### config.mk
export PLATFORM = sky130hd
export DESIGN_NAME = sort4_serializer
export DESIGN_NICKNAME = d
export VERILOG_FILES = /design/src/rtl/sort4_serializer.sv
export SDC_FILE = /design/constraint.sdc
export NUM_CORES = 1
export LEC_CHECK = 0
export ABC_AREA = 1
export CAP_MARGIN = 40
export CORE_MARGIN = 2
export CORE_UTILIZATION = 45
export CTS_BUF_LIST = sky130_fd_sc_hd__clkbuf_8
export CTS_CLUSTER_SIZE = 24
export DETAILED_ROUTE_END_ITERATION = 6
export GPL_ROUTABILITY_DRIVEN = 0
export PLACE_DENSITY = 0.68
export SETUP_SLACK_MARGIN = 0.3
export SYNTH_ARGS = -nofsm -noshare
export SYNTH_HDL_FRONTEND = slang
export SYNTH_SLANG_ARGS = --single-unit
### constraint.sdc
create_clock -name clk -period 4.3 [get_ports clk]
set_clock_uncertainty 0.1 [all_clocks]
set_input_delay 0.86 -clock clk [delete_from_list [all_inputs] [get_ports clk]]
set_output_delay 0.86 -clock clk [all_outputs]
set_load 0.02 [all_outputs]
### src/rtl/sort4_serializer.sv
// Two-entry frame buffer that takes a 4-word sorted frame in parallel and streams
// it out one word per cycle. Frames violating y0<=y1<=y2<=y3 are flagged on all 4 words.
module sort4_serializer #(
   parameter int WIDTH   = 8,
   parameter bit DESCEND = 1'b0,
   parameter int CNT_W   = 16
) (
   input  logic             clk,
   input  logic             rst,
   input  logic             in_valid,
   output logic             in_ready,
   input  logic [WIDTH-1:0] y0,
   input  logic [WIDTH-1:0] y1,
   input  logic [WIDTH-1:0] y2,
   input  logic [WIDTH-1:0] y3,
   output logic             out_valid,
   input  logic             out_ready,
   output logic [WIDTH-1:0] out_data,
   output logic [1:0]       out_idx,
   output logic             out_last,
   output logic             out_err,
   output logic [CNT_W-1:0] frame_cnt
);

   logic [1:0][3:0][WIDTH-1:0] r_buf;
   logic [1:0]                 r_err;
   logic                       r_wptr;
   logic                       r_rptr;
   logic [1:0]                 r_cnt;
   logic [1:0]                 r_idx;
   logic [CNT_W-1:0]           r_frame_cnt;

   logic       w_push;
   logic       w_xfer;
   logic       w_pop;
   logic       w_sorted;
   logic [1:0] w_sel;

   // in_ready looks only at the registered count, so a slot freed by the
   // final pop is not offered until the following cycle.
   assign in_ready  = (r_cnt != 2'd2);
   assign out_valid = (r_cnt != 2'd0);

   assign w_push   = in_valid & in_ready;
   assign w_xfer   = out_valid & out_ready;
   assign w_pop    = w_xfer & (r_idx == 2'd3);
   assign w_sorted = (y0 <= y1) && (y1 <= y2) && (y2 <= y3);
   assign w_sel    = r_idx ^ {2{DESCEND}};

   always_ff @(posedge clk or negedge rst) begin
      if (!rst) begin
         r_buf <= '0;
         r_err <= '0;
      end else if (w_push) begin
         r_buf[r_wptr] <= {y3, y2, y1, y0};
         r_err[r_wptr] <= ~w_sorted;
      end
   end

   always_ff @(posedge clk or negedge rst) begin
      if (!rst) begin
         r_wptr      <= 1'b0;
         r_rptr      <= 1'b0;
         r_cnt       <= 2'd0;
         r_idx       <= 2'd0;
         r_frame_cnt <= '0;
      end else begin
         if (w_push) r_wptr <= ~r_wptr;
         if (w_xfer) r_idx <= r_idx + 2'd1;
         if (w_pop) begin
            r_rptr      <= ~r_rptr;
            r_frame_cnt <= r_frame_cnt + CNT_W'(1);
         end
         case ({w_push, w_pop})
            2'b10:   r_cnt <= r_cnt + 2'd1;
            2'b01:   r_cnt <= r_cnt - 2'd1;
            default: r_cnt <= r_cnt;
         endcase
      end
   end

   // Idle outputs are forced to zero so an empty buffer shows no stale frame.
   assign out_data  = out_valid ? r_buf[r_rptr][w_sel] : '0;
   assign out_err   = out_valid ? r_err[r_rptr] : 1'b0;
   assign out_idx   = r_idx;
   assign out_last  = out_valid & (r_idx == 2'd3);
   assign frame_cnt = r_frame_cnt;

endmodule

# [Yosys cells after proc, flatten, opt, wreduce, memory -nomap -nowiden]
# Cells that the tools add are included.
[classes] n_reduce_logical=5 n_bitwise=7 n_eq_ne=4 muxes=15 magnitude_cmp=7 addsub=4
[ops] op="$mux W32" n=3
[ops] op="$bwmux W64" n=1
[ops] op="$demux W32 S1" n=1
[ops] op="$le A8 B8 Y1" n=3
[ops] op="$add A16 B1 Y16 const B" n=1
[ops] op="$bmux W8 S2" n=1
[ops] op="$mux W8" n=2
[ops] op="$add A2 B1 Y2 const B" n=2
[ops] op="$and A1 B1 Y1" n=4
[ops] op="$eq A2 B2 Y1 const B" n=2
[ops] op="$lt A1 B2 Y1 const B" n=2
[ops] op="$mux W1" n=4
[ops] op="$pmux W2 S2" n=1
[ops] op="$reduce_bool A2 Y1" n=2
[ops] op="$logic_and A1 B1 Y1" n=3
[ops] op="$lt A2 B3 Y1 const B" n=1
[ops] op="$not A1 Y1" n=3
[ops] op="$bwmux W2" n=1
[ops] op="$eq A2 B1 Y1 const B" n=1
[ops] op="$ne A2 B2 Y1 const B" n=1
[ops] op="$sub A2 B1 Y2 const B" n=1
[ops] op="$demux W1 S1" n=1
[ops] op="$ge A1 B1 Y1 const B" n=1
[totals] ff_bits=88 out_inout_bits=30 in_bits=36 word_cells=56

# [Depth between registers and ports, before layout]
[logic_depth] ltp_word=5 depth_mapped=13 ltp_nobuf=13

# [Least setup slack after synthesis]
# OpenSTA, ideal clock, no wires.
[synth_timing] path_type="register to output" start="reg r_idx[0], in the netlist out_idx[0]" end="out out_data[6]" path_stages_with_launch=9 required_ns=3.340 setup_slack_ns=1.698 n_path_buf=2 arrival_time_ns=1.642 path_cell_list="dfrtp_1 -> buf_2 -> inv_1 -> buf_2 -> a21oi_1 -> o21ai_0 -> o211ai_1 -> nand2_1 -> a31oi_1"
[synth_via] elab_chain_cells=3
[synth_rtl] element="start, declared" line_no="30" text="logic [1:0] r_idx;"
[synth_rtl] element="start signal, assigned" line_no="69" text="if (w_xfer) r_idx <= r_idx + 2'd1;"
[synth_rtl] element="$bmux W8 S2" line_no="83" text="assign out_data = out_valid ? r_buf[r_rptr][w_sel] : '0;"
[synth_rtl] element="$mux W8 (implied by the code)" line_no="83"
[synth_rtl] element="$mux W8" line_no="83"
[synth_rtl] element="end, declared" line_no="18" text="output logic [WIDTH-1:0] out_data,"
# Every way passes these cells. The select of a mux whose other input is x is not followed.

# [Worst setup path after layout]
[layout_timing] start="reg r_idx[0], in the netlist out_idx[0]" end="out out_data[0]"
# The elaborated chain is that of the path after synthesis.

==> flow_summary_export.csv <==
group,metric,value,unit
clock_network,cts.repair.resized,0,
synthesis,synthArstFlopShare,1.00,
drt,viasPerCell,5.21,
clock_network,post_cts_buffers,0,
drt,detail_route.wl_per_cell,14.9,um
synthesis,postSynthCellCount,586,
floorplan,row_count,37,
floorplan,floorplan.io_pins,66,
drt,drc,0,
worst_hold_path,whs_path_depth,2,
synthesis,synth.largest_area_cell,"sky130_fd_sc_hd__dfrtp_1",
floorplan,die_ht,106,um
worst_setup_path,reg2regPathDepth,7,
worst_setup_path,critical_path_arrival,2.69,ns
synthesis,synth_sequential_area_ratio,0.466,
synthesis,ys.warnings.count,0,
worst_setup_path,worstPathMaxFanout,13,
sta,final-max-slew-violation-count,0,
pwr,power.total,3.56,mW
worst_hold_path,worst_hold_launch,"r_buf[2]$_DFFE_PN0P_",
floorplan,coreArea,0.0103,mm2
clock_network,worstSkewPairLatency,0.36,ns
drt,detail_route.wirelength,11700,um
drt,total_number_of_vias,4076,
synthesis,synth_ff_type,"sky130_fd_sc_hd__dfrtp_1",
clock_network,cts_h_tree_lvls,3,
sta,slew-limit-headroom,0.607,
pwr,power.share.switching,0.432,
worst_setup_path,critical_path.endpoint_type,"primary output",
pwr,intPower,2.02,mW
pwr,power_density,629,mW/mm2
placed_design,post-place-ws,0.829,ns
pwr,static-leakage-power,2.80,nW
floorplan,initial_core_util,0.460,
sta,count_of_final_setup_violators,0,
placed_design,port_buffers,65,
synthesis,synth-edff-count,0,
synthesis,synth.top_cells.by_area,"sky130_fd_sc_hd__dfrtp_1, sky130_fd_sc_hd__nand2_1, sky130_fd_sc_hd__o21ai_0",
sta,hold_ws,0.372,ns
worst_setup_path,crit_required,3.34,ns
worst_setup_path,critPathLaunchType,"flop",
clock_network,ctsLongestPathBuffers,2,
layout,finish.net_count,708,
status,status,"finished clean",
synthesis,synth.ff_latch_count,88,
pwr,ir_drop,497,uV
placed_design,dpl_cell_area,0.00550,mm2
pwr,comb_power_share,0.470,
worst_setup_path,crit_path_cell_trace,"clkinvlp_2 > a21oi_1 > o21ai_0 > a31oi_1 > clkdlybuf4s50_1",
worst_setup_path,critical_path.max_stage_delay,0.64,ns
sta,rsz0062_at_grt,"no",
global_route,grt_max_degree,52,
layout,drive_gt1_frac,0.0510,
clock_network,cts_tree,"yes",
clock_network,clk_pin_slew,0.08,ns
synthesis,synth_fp_nets,649,
clock_network,clock_sinks,88,
global_route,grt_use_total,0.214,
synthesis,synthDominantCellAreaShare,0.466,
layout,diodes,0,
floorplan,dieWidth,106,um
global_route,antenna_found_initial,0,
sta,report.final.hold_viol_count,0,
worst_hold_path,worstHoldPathType,"reg2reg",
placed_design,place_hpwl,8460,um
sta,max_freq,274,MHz
placed_design,post-place-cells,769,
floorplan,die_area,0.0113,mm2
worst_hold_path,timing.hold.worst_endpoint,"r_buf[2]$_DFFE_PN0P_",
clock_network,ctsHoldBuffers,0,
pwr,seqPwrFrac,0.397,
clock_network,cts_buffers,9,
sta,minimum_period_implied_by_the_final_worst_setup_slack,3.65,ns
layout,syn2layout_area_growth,19.7,%
global_route,grt_first_pass_wirelength,18900,um
sta,final.setup.tns,0,ns
worst_setup_path,regToRegEndpoint,"r_cnt[1]$_DFFE_PN0P_",
layout,finish.utilization,0.551,
sta,final_critical_path_setup_slack,0.649,ns
global_route,grt_pass1_vias,3958,
global_route,gr-total-overflow,0,
pwr,p_switching,1.54,mW
worst_setup_path,r2r_setup_slack,1.91,ns
worst_setup_path,criticalPathCategory,"reg2out",
pwr,power_frac_clock,0.133,
layout,post_layout_instance_count_excluding_filler_cells,783,
synthesis,syn_avg_cell_area,8.07,um2
drt,firstDrtPassIters,5,
synthesis,total_standard_cell_area_after_synthesis,0.00473,mm2
synthesis,distinct_cell_type_count_of_the_synthesized_netlist,29,
drt,ant_nets,0,
clock_network,cts.root.buffer_cell,"sky130_fd_sc_hd__clkbuf_8",
sta,layout_worst_path_cycle_share,0.849,
layout,finish.instance_area,0.00566,mm2
sta,timing_worst_slew_pin_value,0.590,ns
worst_setup_path,crit-reg2reg-launch,"out_idx[1]$_DFFE_PN0P_",
worst_setup_path,crit_slowest_cell,"sky130_fd_sc_hd__clkdlybuf4s50_1",
drt,dr.first_iter.drc_count,189,
job,maxCapViolCount,0,
-- how the worst max path moves through the flow --
stage	startpoint	slack (ns)	endpoint
floorplan	out_idx[0]$_DFFE_PN0P_	1.70	out_data[6]
global placement	r_rptr$_DFFE_PN0P_	0.96	out_data[1]
detailed placement	r_rptr$_DFFE_PN0P_	0.83	out_data[2]
CTS	r_rptr$_DFFE_PN0P_	0.42	out_data[2]
global route	r_rptr$_DFFE_PN0P_	0.45	out_data[2]
finish	out_idx[0]$_DFFE_PN0P_	0.65	out_data[0]
-- worst max-delay path, delay by kind of cell (launching register included) --
family | cells | cell delay (ns)
AO/OA/AOI/OAI | 3 | 0.59
buffers and inverters | 2 | 1.15
flip-flops | 1 | 0.58
-- cells by family after synthesis --
family | count (synthesis) | synth area share
and+or+nand+nor | 211 | 0.190
AOI/OAI and AO/OA | 145 | 0.162
buffers and inverters | 100 | 0.0823
DFF | 88 | 0.466
adders and majority gates | 27 | 0.0715
xor gates and xnor gates | 15 | 0.0278
-- synthesized netlist by cell type (2+ instances only) --
library cell and count:
sky130_fd_sc_hd__dfrtp_1 88, sky130_fd_sc_hd__clkbuf_1 12, sky130_fd_sc_hd__nor2_1 24, sky130_fd_sc_hd__clkinv_1 3, sky130_fd_sc_hd__nor3_1 3, sky130_fd_sc_hd__ha_1 27
sky130_fd_sc_hd__nand2_1 161, sky130_fd_sc_hd__xnor2_1 8, sky130_fd_sc_hd__buf_2 11, sky130_fd_sc_hd__inv_1 73, sky130_fd_sc_hd__nand3_1 7, sky130_fd_sc_hd__o21ai_1 2
sky130_fd_sc_hd__a21oi_1 32, sky130_fd_sc_hd__o211ai_1 8, sky130_fd_sc_hd__a21o_1 2, sky130_fd_sc_hd__o21ai_0 91, sky130_fd_sc_hd__nor2_4 4, sky130_fd_sc_hd__nand4_1 6
sky130_fd_sc_hd__a31oi_1 8, sky130_fd_sc_hd__xor2_1 7
-- cells in the final DEF, fill, tap and decap left out --
cell                                n
sky130_fd_sc_hd__nor2_4             4
sky130_fd_sc_hd__nor2_1            24
sky130_fd_sc_hd__nand2_1          161
sky130_fd_sc_hd__a31oi_1            8
sky130_fd_sc_hd__dfrtp_2            1
sky130_fd_sc_hd__nor2_2             1
sky130_fd_sc_hd__o21a_1             1
sky130_fd_sc_hd__clkdlybuf4s50_1   64
sky130_fd_sc_hd__nor3_1             3
sky130_fd_sc_hd__nand3b_4           1
sky130_fd_sc_hd__xnor2_1            8
sky130_fd_sc_hd__inv_1             74
sky130_fd_sc_hd__buf_4              5
sky130_fd_sc_hd__o211ai_1           8
sky130_fd_sc_hd__xor2_1             7
sky130_fd_sc_hd__ha_1              27
sky130_fd_sc_hd__nand2_2            1
sky130_fd_sc_hd__clkinvlp_4         2
sky130_fd_sc_hd__nand2_4            1
sky130_fd_sc_hd__clkbuf_8           9
sky130_fd_sc_hd__inv_2              1
sky130_fd_sc_hd__buf_16             1
sky130_fd_sc_hd__nand4_1            6
sky130_fd_sc_hd__a21o_1             2
sky130_fd_sc_hd__clkinv_1           2
sky130_fd_sc_hd__dfrtp_1           87
sky130_fd_sc_hd__nand3_1            7
sky130_fd_sc_hd__o21ai_0           91
sky130_fd_sc_hd__clkinv_2           2
sky130_fd_sc_hd__clkinvlp_2         1
sky130_fd_sc_hd__o21ai_2            1
sky130_fd_sc_hd__a21oi_1           32
sky130_fd_sc_hd__nor3_4             1
sky130_fd_sc_hd__o21ai_1            2
sky130_fd_sc_hd__nand4_2            1
-- power groups by stage --
stage | sequential (mW) | clock, mW | combinational, mW
2_1_floorplan | 1.35 | 0 | 1.09
3_3_place_gp | 1.40 | 0 | 1.61
3_5_place_dp | 1.41 | 0 | 1.66
4_1_cts | 1.40 | 0.485 | 1.67
5_1_grt | 1.45 | 0.518 | 1.87
6_report | 1.41 | 0.472 | 1.67
-- state kept, by name, summed over array words and instances (netlist names) --
register   cells
frame_cnt     16
out_idx        2
r_buf         64
r_cnt          2
r_err          2
r_rptr         1
r_wptr         1
-- layout make-up --
class	instances	area [um2]
Inverter	77	297
Timing Repair Buffer	70	706
Clock buffer	9	124
Clock inverter	4	17.5
Sequential cell	88	2200
Fill cell	1001	4620
Multi-Input combinational cell	398	2140
Tap cell	136	170
Timing Repair inverter	1	5.00
-- per-layer routing --
layer | up-vias | global-route usage | part of all wire
met5 | - | 0 | 0
met4 | 0 | 0.0668 | 0.019
met3 | 17 | 0.0374 | 0.050
met2 | 127 | 0.377 | 0.51
met1 | 1923 | 0.269 | 0.42
li1 | 2009 | - | -
No activity file was read; power rests on OpenSTA's default activity.
